### config.mk
export PLATFORM = sky130hd
export DESIGN_NAME = if_stage
export DESIGN_NICKNAME = d
export VERILOG_FILES = /design/src/rtl/rv32i_pkg.sv /design/src/rtl/pc_register.sv /design/src/rtl/if_stage.sv
export SDC_FILE = /design/constraint.sdc
export NUM_CORES = 1
export LEC_CHECK = 0
export BUFFER_PORTS_ARGS = -buffer_cell sky130_fd_sc_hd__buf_2
export CORE_ASPECT_RATIO = 0.5
export CORE_MARGIN = 4
export CORE_UTILIZATION = 56
export DETAILED_ROUTE_END_ITERATION = 16
export HOLD_SLACK_MARGIN = 0.06
export PLACE_DENSITY = 0.85
export SYNTH_ARGS = -nofsm -noshare
export SYNTH_HDL_FRONTEND = slang
export SYNTH_SLANG_ARGS = --single-unit
### constraint.sdc
create_clock -name clk -period 5.9 [get_ports clk]
set_input_delay 0.59 -clock clk [delete_from_list [all_inputs] [get_ports clk]]
set_output_delay 0.59 -clock clk [all_outputs]
set_load 0.005 [all_outputs]
### src/rtl/rv32i_pkg.sv
// Shared RV32I definitions: data width, NOP encoding, fetch-stage FSM states.
// Latency: none (types and constants only).
// Backpressure: not applicable.
package rv32i_pkg;

  localparam int XLEN = 32;
  localparam logic [XLEN-1:0] NOP = 32'h0000_0013;

  typedef enum logic [1:0] {
    BOOT     = 2'd0,
    RUN      = 2'd1,
    STALL    = 2'd2,
    REDIRECT = 2'd3
  } ifState_t;

  // Instruction addresses are word aligned; the low two bits are dropped.
  function automatic logic [XLEN-1:0] alignWord(input logic [XLEN-1:0] addr);
    return {addr[XLEN-1:2], 2'b00};
  endfunction

endpackage

### src/rtl/pc_register.sv
// Program counter: reset load, redirect load, +4 advance (wraps modulo 2^32).
// Latency: new PC visible one cycle after the request.
// Backpressure: holds its value whenever neither advance nor redirect is asserted.
module pc_register
  import rv32i_pkg::*;
#(
  parameter logic [XLEN-1:0] RESET_PC = 32'h0000_0000
) (
  input  logic            clk,
  input  logic            rst,
  input  logic            advance,
  input  logic            redirect,
  input  logic [XLEN-1:0] target,
  output logic [XLEN-1:0] pc
);

  // Redirect outranks sequential advance; reset outranks both.
  always_ff @(posedge clk) begin
    if (rst) begin
      pc <= alignWord(RESET_PC);
    end else if (redirect) begin
      pc <= alignWord(target);
    end else if (advance) begin
      pc <= pc + 32'd4;
    end
  end

endmodule

### src/rtl/if_stage.sv
// Instruction fetch stage with IF/ID pipeline register for a synchronous-read imem.
// Latency: instruction at imem_addr=A reaches ifid_instr two rising edges later.
// Backpressure: PCWrite=0 holds PC/fetch tracking, IFIDWrite=0 holds IF/ID; redirect overrides both.
// Build option: define IF_STALL_COUNTER_EN to synthesize the saturating stall_cycles counter.
module if_stage
  import rv32i_pkg::*;
#(
  parameter logic [XLEN-1:0] RESET_PC = 32'h0000_0000
) (
  input  logic            clk,
  input  logic            rst,
  input  logic            PCWrite,
  input  logic            IFIDWrite,
  input  logic            branch_taken,
  input  logic [XLEN-1:0] branch_target,
  output logic [XLEN-1:0] imem_addr,
  input  logic [XLEN-1:0] imem_rdata,
  output logic [XLEN-1:0] ifid_pc,
  output logic [XLEN-1:0] ifid_instr,
  output logic            ifid_valid,
  output logic [XLEN-1:0] stall_cycles
);

  ifState_t        state;
  ifState_t        stateNext;
  logic            redirect;
  logic            advance;
  logic            loadFetch;
  logic            holdIfid;
  logic [XLEN-1:0] pc;
  logic [XLEN-1:0] fetchPc;
  logic            fetchValid;
  logic [XLEN-1:0] heldInstr;
  logic [XLEN-1:0] fetchData;

  pc_register #(
    .RESET_PC (RESET_PC)
  ) u_pc (
    .clk      (clk),
    .rst      (rst),
    .advance  (advance),
    .redirect (redirect),
    .target   (branch_target),
    .pc       (pc)
  );

  assign imem_addr = pc;

  // While stalled the memory re-reads the held PC, so imem_rdata runs one
  // word ahead of fetchPc; the word belonging to fetchPc was captured on the
  // last non-stall cycle and is replayed from heldInstr.
  assign fetchData = (state == STALL) ? heldInstr : imem_rdata;
  assign holdIfid  = !IFIDWrite || ((state == STALL) && !PCWrite);

  // FSM state register.
  always_ff @(posedge clk) begin
    if (rst) begin
      state <= BOOT;
    end else begin
      state <= stateNext;
    end
  end

  // Next state and PC/fetch controls; a taken branch beats any stall outside BOOT.
  always_comb begin
    stateNext = state;
    redirect  = 1'b0;
    advance   = 1'b0;
    loadFetch = 1'b0;
    case (state)
      BOOT: begin
        advance   = PCWrite;
        loadFetch = PCWrite;
        stateNext = RUN;
      end
      default: begin
        if (branch_taken) begin
          redirect  = 1'b1;
          stateNext = REDIRECT;
        end else if (PCWrite) begin
          advance   = 1'b1;
          loadFetch = 1'b1;
          stateNext = RUN;
        end else begin
          stateNext = STALL;
        end
      end
    endcase
  end

  // Track the address whose data returns next cycle; wrong-path fetches are marked invalid.
  always_ff @(posedge clk) begin
    if (rst) begin
      fetchPc    <= '0;
      fetchValid <= 1'b0;
    end else if (redirect) begin
      fetchPc    <= pc;
      fetchValid <= 1'b0;
    end else if (loadFetch) begin
      fetchPc    <= pc;
      fetchValid <= 1'b1;
    end
  end

  // Capture the returning word on every non-stall cycle for replay after a stall.
  always_ff @(posedge clk) begin
    if (rst) begin
      heldInstr <= NOP;
    end else if (state != STALL) begin
      heldInstr <= imem_rdata;
    end
  end

  // IF/ID register: flush beats hold, invalid fetches become NOP bubbles.
  always_ff @(posedge clk) begin
    if (rst || redirect) begin
      ifid_valid <= 1'b0;
      ifid_instr <= NOP;
      ifid_pc    <= '0;
    end else if (!holdIfid) begin
      ifid_valid <= fetchValid;
      ifid_instr <= fetchValid ? fetchData : NOP;
      ifid_pc    <= fetchPc;
    end
  end

`ifdef IF_STALL_COUNTER_EN
  logic            countStall;
  logic [XLEN-1:0] stallCnt;

  assign countStall   = (state == STALL) || ((state == RUN) && !PCWrite);
  assign stall_cycles = stallCnt;

  // Saturating count of stall cycles; only reset clears it.
  always_ff @(posedge clk) begin
    if (rst) begin
      stallCnt <= '0;
    end else if (countStall && (stallCnt != '1)) begin
      stallCnt <= stallCnt + 32'd1;
    end
  end
`else
  assign stall_cycles = '0;
`endif

endmodule

; Word-level counts from Yosys, hierarchy flattened
; Cells that the tools add are included.
[word_totals]
inputBits = 69
out_inout_bits = 129
word_cells = 36
regBits = 164
[op_classes]
n_reduce_logical = 9
n_eq_ne = 2
n_mux = 14
add_sub_neg = 1
[ops]
columns = cell, n
row1 = $mux 32, 6
row2 = $add 32x3->32 const B, 1
row3 = $mux 1, 6
row4 = $mux 2, 2
row5 = $reduce_or 2->1, 2
row6 = $eq 2x2->1 const B, 1
row7 = $logic_not 1->1, 2
row8 = $logic_not 2->1, 1
row9 = $logic_or 1x1->1, 2
row10 = $ne 2x2->1 const B, 1
row11 = $reduce_bool 2->1, 1
row12 = $logic_and 1x1->1, 1

; Longest topological paths before layout
[logic_depth]
word_depth = 5
depth_mapped = 6

; By module
; Synthesis repeated with hierarchy kept, for this count alone.
[hier_totals]
cells_unflattened = 821
hier_area_um2 = 7394.6
[modules_own_cells]
columns = mod, instances, area_each_um2, seq_area_each_um2, cells_per_inst
row1 = if_stage, 1, 5465.2, 2642.5, 570
row2 = pc_register, 1, 1929.4, 600.6, 251

; Worst setup path before layout
; No wires, ideal clock.
[synth_timing]
path_kind = register to register
from = register u_pc.pc[3]
to = register u_pc.pc[26]
synth_period_minus_slack_ns = 2.047
stages_incl_launch_ff = 7
path_slack_ns = 3.853
arrival_time_ns = 1.973
cell_sequence = dfxtp_1 ha_1 nand3_1 or4_4 buf_6 or4_1 a31oi_1
[synth_via]
elab_chain_len = 3
[synth_rtl]
columns = item, line
row1 = start: declaration, pc_register.sv:14  ; output logic [XLEN-1:0] pc
row2 = start signal: assignment, pc_register.sv:20  ; pc <= alignWord(RESET_PC);
row3 = start signal: assignment, pc_register.sv:22  ; pc <= alignWord(target);
row4 = start signal: assignment, pc_register.sv:24  ; pc <= pc + 32'd4;
row5 = $add 32x3->32, pc_register.sv:24
row6 = $mux 32, pc_register.sv:23  ; end else if (advance) begin
row7 = $mux 32, pc_register.sv:21  ; end else if (redirect) begin
; No other way between the ends. The select of a mux whose other input is x is not followed.
; A chain may end at the register's enable or synchronous reset.

; Final worst setup path
[layout_timing]
from = register u_pc.pc[2]
to = register u_pc.pc[24]
; The elaborated chain is that of the path after synthesis.

==> impl_metrics.tcl <==
set metrics [dict create \
    core_um2 11300 \
    synth.area.top_cells "dfxtp_1 (48%), nand2_1 (9.5%), a21oi_1 (7.5%), mux2_2 (4.4%), buf_4 (4.1%)" \
    grt_pass1_wl_um 28500 \
    synth_ff_type "dfxtp_1" \
    syn_avg_cell_area_um2 8.35 \
    yosysUniqueCellTypes 44 \
    holdWs_ps 418 \
    viasPerCell 5.58 \
    yosys_warnings 0 \
    synth_top_area_cell "dfxtp_1" \
    grt_overflow 0 \
    ioPinCount 198 \
    drv_slew 0 \
    peakVddDrop_v 0.000229 \
    grt_start_max_net_pins 63 \
    power_density_nw_per_um2 311 \
    ctsHoldBuffers 0 \
    worstPathRequired_ps 6240 \
    n_antenna_cell 0 \
    synth_top_area_share_pct 47.6 \
    clock_latency_ps 410 \
    grt_pass1_vias 6059 \
    port_buffers 159 \
    placementRows 27 \
    dp.final_hpwl_um 11400 \
    rsz0062_at_grt "no" \
    die_area_um2 13800 \
    tightest_slew_ps 1230 \
    globalplace.congestion 0.858 \
    num-fill-cells 911 \
    cts_setup_buffers 0 \
    vias 6109 \
    synth_most_common_cell "nand2_1" \
    drtIter0Drc 568 \
    endpoint_kind "register" \
    antenna_found_initial 0 \
    fin_nets 992 \
    fin_crit_sh_pct 39.4 \
    wl_um 17200 \
    routed.top_layer "met4" \
    p_leak_nw 3.16 \
    drt.antenna.violating_nets 0 \
    first_pass_iters 5 \
    outcome "finished, final reports clean" \
    wl_met1_um 7510 \
    cts_max_path_buffers 2 \
    synth_edf_count 0 \
    synth_seq_cells 158 \
    cts_buffers 17 \
    synth-async-reset-ratio_pct 0 \
    wire_per_inst_um 15.8 \
    hp-class "primary input to register" \
    syn_area_um2 6640 \
    die_x_um 162 \
    postCtsResizedCells 0 \
    wl_met3_um 1220 \
    setup_viol 0 \
    drcViolationCount 0 \
    cts.sinks 158 \
    timing.setup.tns_ps 0 \
    clk_pin_slew_ps 70 \
    drv_cap 0 \
    fp.dieH_um 85.0 \
    crit_arrival_ps 2660 \
    drive_gt1_share_pct 24.9 \
    cts-root-buf "clkbuf_16" \
    period_minus_slack_ps 2320 \
    fin_util_pct 70.2 \
    track_usage_pct 25.1 \
    cts_tree "built" \
    start_util_pct 58.9 \
    hold_viol 0 \
    wl_met2_um 8190 \
    synth_top_cells_by_count "nand2_1 (168), dfxtp_1 (158), a21oi_1 (99)" \
    finClkSkew_ps 9.00 \
    fmax_mhz 430 \
    critPathKind "register to register" \
    htree_levels 4 \
    setup.worst_path.start_class "register" \
    syn_inst 796 \
    slew_headroom_pct 18.1 \
    cp_max_fo 12 \
    syn2layout_area_growth_pct 19.3 \
    ys_seq_area_share_pct 47.6 \
]
-- metrics by stage --
stage | std cells | instance area [um2] | power [W] | setup WS, ps
2_1_floorplan | 831 | 6770 | 0.00135 | 3850
3_3_place_gp | 1062 | 7350 | 0.00142 | 3370
3_5_place_dp | 1062 | 7350 | 0.00143 | 3330
4_1_cts | 1094 | 7930 | 0.00247 | 3590
5_1_grt | 1094 | 7930 | 0.00256 | 3340
6_report | 1094 | 7930 | 0.00246 | 3580
-- sequential cells by signal, summed over array words and instances, names as in the netlist --
| signal | flops |
|---|---|
| ifid_valid | 1 |
| fetchPc | 30 |
| heldInstr | 32 |
| ifid_pc | 30 |
| fetchValid | 1 |
| ifid_instr | 32 |
| u_pc.pc | 30 |
| state | 2 |
-- where the power goes --
group	total [W]	switching (W)	internal (W)
Combinational	0.000236	0.000141	0.0000951
Sequential	0.00117	0.0000512	0.00112
Clock	0.00106	0.000459	0.000599
-- cell type report --
class	count	area (um2)	area share (%)
clock buffers	18	439	5.54
clock inverters	14	133	1.67
flip-flops and latches	158	3160	39.9
repair buffers	165	841	10.6
multi-input cells	574	3130	39.5
well taps	159	199	2.51
inverters	6	22.5	0.284
-- metal layers --
metal,global-route usage (%),up-vias
met5,0,-
met4,9.67,0
met3,5.14,29
met2,43.0,280
met1,31.4,2880
li1,-,2920
-- cell usage in the layout, fill, tap and decap left out, types with 4 or more instances in the layout --
cell type,Yosys,layout
nand2b_1,4,4
xor2_1,6,6
nand3_1,35,35
clkbuf_16,0,17
and2_1,26,26
xnor2_1,6,6
nor3_1,8,8
a31oi_1,9,9
or4_1,12,12
nor4_1,6,6
dfxtp_1,158,158
inv_6,0,4
clkinvlp_4,0,5
and3_1,7,7
a21oi_1,99,99
inv_1,6,6
mux2_2,26,26
or3_1,6,6
and4_1,6,6
o31ai_1,9,9
o21ai_0,24,24
nand2_1,168,167
buf_4,36,6
conb_1,1,36
nand4_1,16,16
nor2_1,25,24
mux2i_1,9,9
a211oi_1,8,8
buf_2,3,159
-- final timing paths --
check / from / to / slack (ps) / cells after the start
setup / recovery: u_pc.pc[2]$_SDFFE_PP0P_ / u_pc.pc[24]$_SDFFE_PP0P_ / 3580 / 5
hold / removal: imem_rdata[1] / heldInstr[1]$_SDFFE_PP1N_ / 420 / 3
setup reg to reg: u_pc.pc[2]$_SDFFE_PP0P_ / u_pc.pc[24]$_SDFFE_PP0P_ / 3580 / 5
hold reg to reg: fetchPc[31]$_SDFFE_PP0P_ / ifid_pc[31]$_SDFFE_PP0N_ / 450 / 2
-- cell families after synthesis --
kind of cell	share of synthesized area, %
simple gates	23.7
compound gates	13.3
flops	47.6
buf+inv	7.80
mux	5.76
xor+xnor	1.58
fa+ha+maj	0.188
other cells	0.0565
-- critical path, cell delays in order (launching register included) --
cell	delay, ps
dfxtp_1	550
ha_1	340
nand3_1	130
or4_4	530
or4_1	520
a31oi_1	190
(Power assumes the default switching activity.)
